$ cat config.mk
export PLATFORM = sky130hd
export DESIGN_NAME = keyscan_flat
export DESIGN_NICKNAME = d
export VERILOG_FILES = /design/src/rtl/keyscan_if.sv /design/src/rtl/keyscan.sv /design/src/flat_wrapper.sv
export SDC_FILE = /design/constraint.sdc
export NUM_CORES = 1
export LEC_CHECK = 0
export CAP_MARGIN = 10
export CORE_UTILIZATION = 25
export DETAILED_ROUTE_END_ITERATION = 8
export GPL_ROUTABILITY_DRIVEN = 1
export PLACE_DENSITY_LB_ADDON = 0.1
export SYNTH_ARGS = -nofsm -noshare
export SYNTH_HDL_FRONTEND = slang
export SYNTH_SLANG_ARGS = --single-unit
$ cat constraint.sdc
create_clock -name clk -period 2.6 [get_ports clk]
set_input_delay 0.39 -clock clk [delete_from_list [all_inputs] [get_ports clk]]
set_output_delay 0.39 -clock clk [all_outputs]
set_load 0.05 [all_outputs]
$ cat src/rtl/keyscan_if.sv
// Matrix-side and result signals of the key scanner, bundled for port use.
interface keyscan_if;
    logic [3:0]  col_in;
    logic [3:0]  row_out;
    logic [15:0] keys;
    logic        key_down;
    logic        key_up;

    // Consumer side: drives the column returns, observes scan results.
    modport master (
        output col_in,
        input  row_out,
        input  keys,
        input  key_down,
        input  key_up
    );

    // Scanner side.
    modport slave (
        input  col_in,
        output row_out,
        output keys,
        output key_down,
        output key_up
    );
endinterface

$ cat src/rtl/keyscan.sv
// 4x4 active-low key matrix scanner with column synchronizer, whole-frame
// debounce, registered pressed-key vector and one-cycle press/release strobes.
module keyscan #(
    parameter int SCAN_DIV = 4,
    parameter int DEBOUNCE = 3
) (
    input  logic     clk,
    input  logic     reset,
    keyscan_if.slave kif
);
    localparam int DIV_W = $clog2(SCAN_DIV);
    localparam int CNT_W = (DEBOUNCE > 1) ? $clog2(DEBOUNCE) : 1;
    localparam logic [DIV_W-1:0] DIV_LAST = DIV_W'(SCAN_DIV - 1);
    localparam logic [CNT_W-1:0] CNT_LAST = CNT_W'(DEBOUNCE - 1);

    logic [3:0]       col_s1;
    logic [3:0]       col_s2;
    logic [DIV_W-1:0] div;
    logic [1:0]       row;
    logic [1:0]       row_next;
    logic [3:0]       row_out_q;
    // Rows 0..2 only; row 3 feeds the completed frame directly.
    logic [11:0]      frame;
    logic [15:0]      last;
    logic [CNT_W-1:0] cnt;
    logic [CNT_W-1:0] cnt_next;
    logic [15:0]      keys_q;
    logic             key_down_q;
    logic             key_up_q;

    logic [3:0]       sample;
    logic             row_end;
    logic             frame_end;
    logic [15:0]      full;
    logic             update;

    assign kif.row_out  = row_out_q;
    assign kif.keys     = keys_q;
    assign kif.key_down = key_down_q;
    assign kif.key_up   = key_up_q;

    // Two-flop synchronizer on the asynchronous column returns.
    always_ff @(posedge clk) begin
        if (reset) begin
            col_s1 <= '1;
            col_s2 <= '1;
        end else begin
            col_s1 <= kif.col_in;
            col_s2 <= col_s1;
        end
    end

    // Sample point, frame assembly and debounce count decision.
    always_comb begin
        sample    = ~col_s2;
        row_end   = (div == DIV_LAST);
        frame_end = row_end && (row == 2'd3);
        row_next  = row + 2'd1;
        full      = {sample, frame};
        cnt_next  = '0;
        if (full == last) begin
            cnt_next = (cnt == CNT_LAST) ? cnt : cnt + CNT_W'(1);
        end
        update    = frame_end && (cnt_next == CNT_LAST);
    end

    // Divider, row counter, row drive and per-row capture.
    always_ff @(posedge clk) begin
        if (reset) begin
            div       <= '0;
            row       <= '0;
            row_out_q <= 4'b1110;
            frame     <= '0;
        end else begin
            div <= row_end ? '0 : div + DIV_W'(1);
            if (row_end) begin
                row       <= row_next;
                row_out_q <= ~(4'b0001 << row_next);
                case (row)
                    2'd0:    frame[3:0]  <= sample;
                    2'd1:    frame[7:4]  <= sample;
                    2'd2:    frame[11:8] <= sample;
                    default: ;
                endcase
            end
        end
    end

    // Frame comparison, debounce counter, key vector and strobes.
    always_ff @(posedge clk) begin
        if (reset) begin
            last       <= '0;
            cnt        <= '0;
            keys_q     <= '0;
            key_down_q <= 1'b0;
            key_up_q   <= 1'b0;
        end else begin
            key_down_q <= 1'b0;
            key_up_q   <= 1'b0;
            if (frame_end) begin
                last <= full;
                cnt  <= cnt_next;
            end
            if (update) begin
                keys_q     <= full;
                key_down_q <= |(full & ~keys_q);
                key_up_q   <= |(~full & keys_q);
            end
        end
    end
endmodule

$ cat src/flat_wrapper.sv
// flat-port wrapper written by rule: the top's interface ports become plain ports
module keyscan_flat 
#(
    parameter int SCAN_DIV = 4,
    parameter int DEBOUNCE = 3
)
  (clk, reset, kif_col_in, kif_row_out, kif_keys, kif_key_down, kif_key_up);
  keyscan_if kif_i ();
  input  logic clk;
  input  logic reset;
  input wire logic [$bits(kif_i.col_in)-1:0] kif_col_in;
  output wire logic [$bits(kif_i.row_out)-1:0] kif_row_out;
  output wire logic [$bits(kif_i.keys)-1:0] kif_keys;
  output wire logic [$bits(kif_i.key_down)-1:0] kif_key_down;
  output wire logic [$bits(kif_i.key_up)-1:0] kif_key_up;
  assign kif_i.col_in = kif_col_in;
  assign kif_row_out = kif_i.row_out;
  assign kif_keys = kif_i.keys;
  assign kif_key_down = kif_i.key_down;
  assign kif_key_up = kif_i.key_up;
  keyscan #(.SCAN_DIV(SCAN_DIV), .DEBOUNCE(DEBOUNCE)) u_core (.clk(clk), .reset(reset), .kif(kif_i));
endmodule
==> summary.md, run 1 <==
| Metric | Value |
|---|---|
| Startpoint Class | flop |
| Post-route cell area | 3410 um^2 |
| Syn_nets | 324 |
| Final #Nets | 356 |
| Top_reg_cell synth | dfxtp_1 |
| Maximum clock path buffer count | 2 |
| WP data arrival | 2.39 ns |
| Max_cap viols | 0 |
| Sequential Power Share | 47.4% |
| Initial antenna violation count | 0 |
| CTS Root Cell | clkbuf_8 |
| Post-CTS Setup Bufs | 0 |
| Fin crit share | 82.6% |
| TritonCTS clock tree | built |
| Antenna Cells | 0 |
| Tot Pwr | 2.14 mW |
| First-pass GRT wire length | 11900 um |
| # port buffers | 27 |
| Clock Latency Late Sink | 0.34 ns |
| Number of H-tree levels | 3 |
| Clock transition at path regs | 0.06 ns |
| First-pass DRT Iterations | 4 |
| CP Data Required Time | 2.84 ns |
| Routed wire length | 7390 um |
| IO Count | 28 |
| Gpl congestion | 0.804 |
| Total Routing Usage GR | 13.8% |
| Hold Vio Cnt, Final | 0 |
| Fraction of layout cells with a size suffix above 1 | 13.3% |
| CP Buf/Inv Count | 1 |
| Crit path max fanout | 13 |
| Setup TNS | 0 ns |
| Crit-path cells | xor2_1 -> nand4_1 -> nor4_4 -> buf_4 -> a31oi_1 -> a311oi_1 |
| Status | complete, no violations |
| Detailed-route via count | 2280 |
| Cts repair resizes | 0 |
| Async S/R FF share, synth | 0% |
| DRT antenna net count | 0 |
| Initial DRC Count | 123 |
| Max Freq | 0.466 GHz |
| Peak VDD IR | 0.000252 V |
| Final hold slack | 0.408 ns |
| Grt ovf | 0 |
| Largest net degree at the start of global routing | 29 |
| DP Area | 3200 um^2 |
| Synthesized area | 2740 um^2 |
| Mapped Avg Cell Area | 8.85 um^2 |
| Post-layout min period | 2.15 ns |
| Clk pwr share | 44.7% |
| CP max stage cell | dfxtp_1 |
| CTS sink cnt | 64 |
| Worst Skew | 0.0119 ns |
| Seq cells post-synth | 64 |
| CP peak stage delay | 0.57 ns |
| Die Ht | 107 um |
| Netlist cell types | 37 |
| Vias per cell | 4.72 |
| Mapped Cells | 310 |
| Switch share | 23.9% |
| Static Leakage | 1.12 nW |
| Max_slew headroom | 55.9% |
| Cell family with most CP delay | simple AND/OR/NAND/NOR gates |
| Synth area leader | dfxtp_1 |
| Fin. max-slew vios | 0 |
| Cts hold-fix bufs | 0 |
| Comb pwr share | 7.9% |
| Hold/Removal Path Class | flop to flop |
| Row cnt | 37 |
| DR WL/cell | 15.3 um |
| DP HPWL | 5160 um |
| Yosys warnings | 0 |
| Register area share after synthesis | 46.7% |
| Util after Layout | 32.6% |
| P&R area growth vs syn | 24.4% |
| Effective utilization at floorplan | 26.2% |
| Synth top area share | 46.7% |
| Core Area | 10500 um^2 |
| Sw Pwr | 0.512 mW |
| Area contributors post-synth | dfxtp_1, a21oi_1, a211oi_1, xnor2_1, nand2_1 |
| Worst slew pin tran | 0.660 ns |
| Cell-internal power | 1.63 mW |
| Fill cell count | 1121 |
| P per Cell Area | 627 nW/um^2 |
| Die width | 107 um |
| EDFF count, synth | 0 |
| # setup viols final | 0 |
| Kind of critical path | flop to flop |
| Vias in the first global route | 2205 |
| Die area | 11400 um^2 |
| Residual DRC | 0 |
| Cts bufs inserted | 9 |
| RSZ-0062 raised after global routing | false |
| Worst setup EP type | flop |
==> logic make-up after synthesis <==
group | after synthesis | share of synthesized area [%]
compound gates | 83 | 19.0
xor+xnor | 17 | 5.70
fa+ha+maj | 8 | 3.65
buf+inv | 42 | 6.98
flops | 64 | 46.7
mux | 1 | 0.365
simple gates | 95 | 17.6
==> power by group through the flow <==
stage | Clock (mW) | Sequential, mW | Combinational, mW
detailed placement | 0 | 1.04 | 0.169
global placement | 0 | 1.04 | 0.169
CTS | 0.977 | 1.01 | 0.170
floorplan | 0 | 1.04 | 0.116
global route | 1.03 | 1.02 | 0.187
finish | 0.956 | 1.01 | 0.170
==> cell usage in the layout, fill, tap and decap left out, types with 8 or more instances in the layout <==
cell             instances
a211oi_1                17
a21oi_1                 28
buf_4                   20
clkbuf_8                10
clkdlybuf4s50_1         26
dfxtp_1                 64
ha_1                     8
inv_1                   16
nand2_1                 30
nand4_1                 15
nor2_1                  23
o21ai_0                 14
or2_2                    8
xnor2_1                 13
==> flip-flops by register name, summed over array words and instances (netlist names) <==
signal               count
u_core.kif.keys         16
u_core.last             16
u_core.frame            12
u_core.col_s1            4
u_core.col_s2            4
u_core.kif.row_out       4
u_core.cnt               2
u_core.div               2
u_core.row               2
u_core.kif.key_down      1
u_core.kif.key_up        1
==> Yosys cell counts, types with 5 or more instances <==
master    count
or2_2         8
a221oi_1      6
nor2_1       23
xnor2_1      13
o21ai_0      14
a311oi_1      6
inv_1        16
nand2_1      30
buf_2         5
a211oi_1     17
clkbuf_1     15
o22ai_1       6
ha_1          8
dfxtp_1      64
nand4_1      15
a21oi_1      28
==> path summary, 6_finish.rpt <==
| path | startpoint | to | slack [ns] | depth (start not counted) |
|---|---|---|---|---|
| max | u_core.col_s2[1] | u_core.kif.keys[13] | 0.45 | 6 |
| min | u_core.col_s1[3] | u_core.col_s2[3] | 0.41 | 1 |
| max reg2reg | u_core.col_s2[1] | u_core.kif.keys[13] | 0.45 | 6 |
| min reg2reg | u_core.col_s1[3] | u_core.col_s2[3] | 0.41 | 1 |
==> layer usage <==
| metal | vias up | track usage, % | wire, um | part of all wire, % |
|---|---|---|---|---|
| li1 | 1147 | - | - | - |
| met1 | 1089 | 19.2 | 3730 | 50 |
| met2 | 34 | 21.2 | 3340 | 45 |
| met3 | 10 | 2.07 | 201 | 2.7 |
| met4 | 0 | 6.16 | 120 | 1.6 |
| met5 | - | 0 | 0 | 0 |
==> cell type report <==
type / count / area (um^2) / share of cell area (%)
flip-flops and latches: 64 / 1280 / 37.6
multi-input cells: 204 / 1270 / 37.3
repair buffers: 47 / 415 / 12.2
well taps: 136 / 170 / 4.99
clock buffers: 13 / 149 / 4.36
clock inverters: 3 / 65.1 / 1.91
inverters: 16 / 60.1 / 1.76
==> metrics by stage <==
stage,cells,worst slack (ns)
detailed placement,467,0.471
global placement,467,0.437
finish,483,0.452
floorplan,310,0.836
global route,483,0.251
CTS,483,0.442
(Power assumes the default switching activity.)
==> run 2, diff against run 1 <==
clock period = 1.9 ns   (was 2.6 ns; I/O delays follow)
==> run 2 against run 1 <==
Flip-flop and latch count unchanged. Highest routed layer unchanged. Clock-buffer cell count shrank 2. Largest power group unchanged. Wire length increased by 8.1%. Total power increased by 28%. Die area is the same. Global-route usage up 0.75 points.
==> summary.md, run 2 (synthesized netlist as in run 1, its figures left out) <==
| Metric | Value |
|---|---|
| CTS Root Cell | clkbuf_8 (unchanged) |
| DRT antenna net count | 0 (unchanged) |
| Worst Skew | 0.0126 ns (was 0.0119 ns) |
| Cts bufs inserted | 9 (unchanged) |
| Vias in the first global route | 2153 (was 2205) |
| RSZ-0062 raised after global routing | true (was false) |
| TritonCTS clock tree | built (unchanged) |
| Commonest cells after routing, fill and taps aside | dfxtp_1, buf_4, nand2_1 (was dfxtp_1, nand2_1, a21oi_1) |
| Worst setup EP type | primary output (was flop) |
| Number of H-tree levels | 3 (unchanged) |
| Final #Nets | 370 (was 356) |
| # setup viols final | 0 (unchanged) |
| Vias per cell | 4.65 (was 4.72) |
| Routed wire length | 7980 um (was 7390 um) |
| P per Cell Area | 766 nW/um^2 (was 627 nW/um^2) |
| Initial antenna violation count | 0 (unchanged) |
| Sequential Power Share | 50.4% (was 47.4%) |
| Residual DRC | 0 (unchanged) |
| Die width | 107 um (unchanged) |
| Clk pwr share | 38.4% (was 44.7%) |
| Row cnt | 37 (unchanged) |
| Die Ht | 107 um (unchanged) |
| Post-Place Cells | 476 (was 467) |
| WP data arrival | 1.58 ns (was 2.39 ns) |
| Cts hold-fix bufs | 0 (unchanged) |
| Gpl congestion | 0.800 (was 0.804) |
| Max_slew headroom | 56.5% (was 55.9%) |
| Cell-internal power | 2.03 mW (was 1.63 mW) |
| Effective utilization at floorplan | 26.2% (unchanged) |
| Startpoint Class | flop (unchanged) |
| P&R area growth vs syn | 30.5% (was 24.4%) |
| First-pass GRT wire length | 12300 um (was 11900 um) |
| DR WL/cell | 16.1 um (was 15.3 um) |
| Largest net degree at the start of global routing | 36 (was 29) |
| Fraction of layout cells with a size suffix above 1 | 20.3% (was 13.3%) |
| Non-filler cells, final | 496 (was 483) |
| Worst slew pin tran | 0.653 ns (was 0.660 ns) |
| Grt ovf | 0 (unchanged) |
| Util after Layout | 34.2% (was 32.6%) |
| # port buffers | 27 (unchanged) |
| CP Buf/Inv Count | 1 (unchanged) |
| Die area | 11400 um^2 (unchanged) |
| Post-layout min period | 1.87 ns |
| Total Routing Usage GR | 14.6% (was 13.8%) |
| Clock Latency Late Sink | 0.34 ns (about the same) |
| CP Data Required Time | 1.62 ns (was 2.84 ns) |
| CTS sink cnt | 64 (unchanged) |
| Peak VDD IR | 0.000291 V (was 0.000252 V) |
| Max_cap viols | 0 (unchanged) |
| CP peak stage delay | 0.84 ns (was 0.57 ns) |
| Fin. max-slew vios | 0 (unchanged) |
| Commonest non-fill, non-tap cell in the layout | dfxtp_1 (unchanged) |
| Kind of critical path | flop to primary output (was flop to flop) |
| Sw Pwr | 0.715 mW (was 0.512 mW) |
| Max Freq | 0.535 GHz |
| Clock transition at path regs | 0.08 ns (was 0.06 ns) |
| IO Count | 28 (unchanged) |
| Crit path max fanout | 4 (was 13) |
| Status | complete, no violations (unchanged) |
| Maximum clock path buffer count | 2 (unchanged) |
| Cell family with most CP delay | buffers and inverters (was simple AND/OR/NAND/NOR gates) |
| CP max stage cell | clkdlybuf4s50_1 (was dfxtp_1) |
| Fill cell count | 1122 (was 1121) |
| Core Area | 10500 um^2 (unchanged) |
| Detailed-route via count | 2308 (was 2280) |
| Comb pwr share | 11.2% (was 7.9%) |
| Switch share | 26.1% (was 23.9%) |
| Static Leakage | 1.27 nW (was 1.12 nW) |
| Hold Vio Cnt, Final | 0 (unchanged) |
| Crit-path cells | clkdlybuf4s50_1 (was xor2_1 -> nand4_1 -> nor4_4 -> buf_4 -> a31oi_1 -> a311oi_1) |
| Hold/Removal Path Class | flop to flop (unchanged) |
| Initial DRC Count | 100 (was 123) |
| DP HPWL | 5470 um (was 5160 um) |
| First-pass DRT Iterations | 4 (unchanged) |
| Antenna Cells | 0 (unchanged) |
| Fin crit share | 98.3% |
## run 2: power by group through the flow
stage | combinational [mW] | sequential [mW] | clock [mW]
2_1_floorplan | 0.158 | 1.42 | 0
3_3_place_gp | 0.272 | 1.41 | 0
3_5_place_dp | 0.272 | 1.41 | 0
4_1_cts | 0.273 | 1.38 | 1.08
5_1_grt | 0.329 | 1.38 | 1.15
6_report | 0.308 | 1.38 | 1.05
## run 2: what timing repair did
item,in CTS,in global routing
setup buffers,0,4
gates resized for setup,1,18
cloned,0,1
endpoints found under the setup margin,4,21
pin swaps,0,4
endpoints found under the hold margin,0,0
## run 2: final cells by class
type,count,area [um^2],area share [%]
inverters,16,60.1,1.68
clock buffers,11,151,4.23
multi-input cells,205,1350,37.6
clock inverters,4,20.0,0.559
well taps,136,170,4.75
repair buffers,60,548,15.3
flip-flops and latches,64,1280,35.8
## run 2: stage by stage
stage	total power, mW	hold WS [ns]	TNS, ns	setup WS, ns	cell area, um^2
after floorplan	1.58	0.389	0	0.136	2740
after global placement	1.68	0.392	-0.133	-0.0371	3290
after detailed placement	1.68	0.398	-0.0220	-0.0105	3290
after CTS	2.74	0.416	0	0.0123	3460
after global routing	2.87	0.439	-0.0516	-0.0437	3580
final	2.74	0.418	0	0.0324	3580
## run 2: layer usage
metal	wire length [um]	part of all wire, %	global-route usage [%]
met2	3580	45	21.9
met5	0	0	0
met4	111	1.4	5.97
met1	4040	51	20.5
met3	250	3.1	2.74
## run 2: path summary, 6_finish.rpt
kind	slack, ns	depth (start not counted)	from	endpoint
hold reg to reg	0.42	1	u_core.col_s1[1]	u_core.col_s2[1]
setup / recovery	0.03	1	u_core.kif.keys[14]	kif_keys[14]
hold / removal	0.42	1	u_core.col_s1[1]	u_core.col_s2[1]
setup reg to reg	0.07	6	u_core.last[3]	u_core.kif.keys[9]
==> run 3, diff against run 2 <==
CORE_ASPECT_RATIO = 1.1   (was unset)
CORE_MARGIN = 3   (was unset)
PLACE_DENSITY = 0.53   (was unset)
PLACE_DENSITY_LB_ADDON = unset   (was 0.1)
==> run 3 against run 2 <==
Sequential power is essentially flat. Clock-buffer cell count is the same. Total power grew 35%. Worst hold slack lost 0.0084 ns. Sequential share of layout area shrank 1.4 points. Register-to-register slack is essentially flat. Critical path type unchanged. Largest power group is now the clock network.
==> summary.md, run 3 (synthesized netlist as in run 1, its figures left out) <==
| Metric | Value |
|---|---|
| Worst slew pin tran | 0.645 ns (was 0.653 ns) |
| P per Cell Area | 996 nW/um^2 (was 766 nW/um^2) |
| Max Freq | 0.541 GHz (was 0.535 GHz) |
| Crit-path cells | clkdlybuf4s50_1 (unchanged) |
| Worst slack, placed | 0.00934 ns (was -0.0105 ns) |
| Peak VDD IR | 0.000485 V (was 0.000291 V) |
| Antenna Cells | 0 (unchanged) |
| First-pass GRT wire length | 11600 um (was 12300 um) |
| Met1 wire length | 3240 um (was 4040 um) |
| DP HPWL | 4930 um (was 5470 um) |
| Crit path max fanout | 4 (unchanged) |
| CP Buf/Inv Count | 1 (unchanged) |
| Setup TNS | 0 ns (unchanged) |
| Gpl congestion | 0.919 (was 0.800) |
| TritonCTS clock tree | built (unchanged) |
| # port buffers | 27 (unchanged) |
| DR WL/cell | 13.9 um (was 16.1 um) |
| Hold Vio Cnt, Final | 0 (unchanged) |
| WP data arrival | 1.56 ns (was 1.58 ns) |
| DRT antenna net count | 0 (unchanged) |
| Startpoint Class | flop (unchanged) |
| Clock Latency Late Sink | 0.33 ns (was 0.34 ns) |
| Fraction of layout cells with a size suffix above 1 | 18.2% (was 20.3%) |
| Die width | 106 um (was 107 um) |
| First-pass DRT Iterations | 4 (unchanged) |
| Vias per cell | 4.69 (was 4.65) |
| Fin crit share | 97.2% (was 98.3%) |
| Post-route cell area | 3730 um^2 (was 3580 um^2) |
| Max_cap viols | 0 (unchanged) |
| Largest net degree at the start of global routing | 36 (unchanged) |
| CP peak stage delay | 0.83 ns (was 0.84 ns) |
| Met2 routed WL | 3140 um (was 3580 um) |
| Routed wire length | 6970 um (was 7980 um) |
| # setup viols final | 0 (unchanged) |
| Maximum clock path buffer count | 2 (unchanged) |
| Clock transition at path regs | 0.06 ns (was 0.08 ns) |
| DP Area | 3320 um^2 (was 3290 um^2) |
| Hold/Removal Path Class | flop to flop (unchanged) |
| P&R area growth vs syn | 35.8% (was 30.5%) |
| Cts bufs inserted | 9 (unchanged) |
| Worst Skew | 0.00665 ns (was 0.0126 ns) |
| Die area | 12300 um^2 (was 11400 um^2) |
| Row cnt | 39 (was 37) |
| Tot Pwr | 3.71 mW (was 2.74 mW) |
| Residual DRC | 0 (unchanged) |
| Static Leakage | 1.27 nW (about the same) |
| Effective utilization at floorplan | 26.0% (was 26.2%) |
| Status | complete, no violations (unchanged) |
| CTS sink cnt | 64 (unchanged) |
| Fin. max-slew vios | 0 (unchanged) |
| CP max stage cell | clkdlybuf4s50_1 (unchanged) |
| Final #Nets | 367 (was 370) |
| CTS Root Cell | clkbuf_16 (was clkbuf_8) |
| CP Data Required Time | 1.62 ns (about the same) |
| Number of H-tree levels | 3 (unchanged) |
| Detailed-route via count | 2349 (was 2308) |
| Vias in the first global route | 2220 (was 2153) |
| Util after Layout | 35.4% (was 34.2%) |
| Grt ovf | 0 (unchanged) |
| Total Routing Usage GR | 12.1% (was 14.6%) |
| Commonest non-fill, non-tap cell in the layout | dfxtp_1 (unchanged) |
| Fill cell count | 1104 (was 1122) |
| Kind of critical path | flop to primary output (unchanged) |
| Initial antenna violation count | 0 (unchanged) |
| Final worst slack | 0.0528 ns (was 0.0324 ns) |
| IO Count | 28 (unchanged) |
| RSZ-0062 raised after global routing | true (unchanged) |
| Commonest cells after routing, fill and taps aside | dfxtp_1, nand2_1, a21oi_1, buf_4, clkdlybuf4s50_1 (was dfxtp_1, buf_4, nand2_1) |
| Worst setup EP type | primary output (unchanged) |
| Multi-input logic area | 1300 um^2 (was 1350 um^2) |
| Max_slew headroom | 57.0% (was 56.5%) |
| Highest routed metal layer | met4 (unchanged) |
| Cell family with most CP delay | buffers and inverters (unchanged) |
| Initial DRC Count | 140 (was 100) |
| Register area | 1280 um^2 (about the same) |
| Core Area | 10500 um^2 (about the same) |
| Post-layout min period | 1.85 ns (was 1.87 ns) |
| Die Ht | 116 um (was 107 um) |
| WL met3 | 446 um (was 250 um) |
run 3: timing repair:
item | in CTS | in global routing
gates resized for setup | 1 | 6
gates cloned | 0 | 0
pin swaps | 0 | 2
buffers inserted | 0 | 1
setup endpoints to repair | 1 | 19
hold buffers | 0 | 0
run 3: path summary, 6_finish.rpt:
kind | to | slack [ns] | cells after the start | start
worst max register to register | u_core.kif.key_down | 0.06 | 6 | u_core.last[3]
worst max-delay path | kif_keys[12] | 0.05 | 1 | u_core.kif.keys[12]
worst min-delay path | u_core.col_s2[1] | 0.41 | 1 | u_core.col_s1[1]
worst min register to register | u_core.col_s2[1] | 0.41 | 1 | u_core.col_s1[1]
run 3: power by group:
part	internal, mW	total, mW	switching, mW
Combinational	0.121	0.280	0.158
Sequential	1.37	1.38	0.0128
Clock	1.45	2.05	0.601
run 3: cell type report:
cell class | count | share of cell area, %
tap | 143 | 4.80
timing repair buffer | 58 | 14.4
multi-input combinational | 204 | 34.8
clock buffer | 11 | 6.51
clock inverter | 5 | 3.42
inverter | 16 | 1.61
sequential | 64 | 34.4
run 3: per-stage QoR:
step	std cells	hold slack, ns
floorplan	310	0.389
global placement	484	0.393
detailed placement	484	0.397
CTS	500	0.412
global route	501	0.434
finish	501	0.409
run 3: per-layer routing:
| layer | vias up | GRT usage (%) |
|---|---|---|
| met2 | 67 | 18.9 |
| li1 | 1172 | - |
| met1 | 1097 | 15.8 |
| met4 | 0 | 4.23 |
| met3 | 13 | 4.18 |
| met5 | - | 0 |
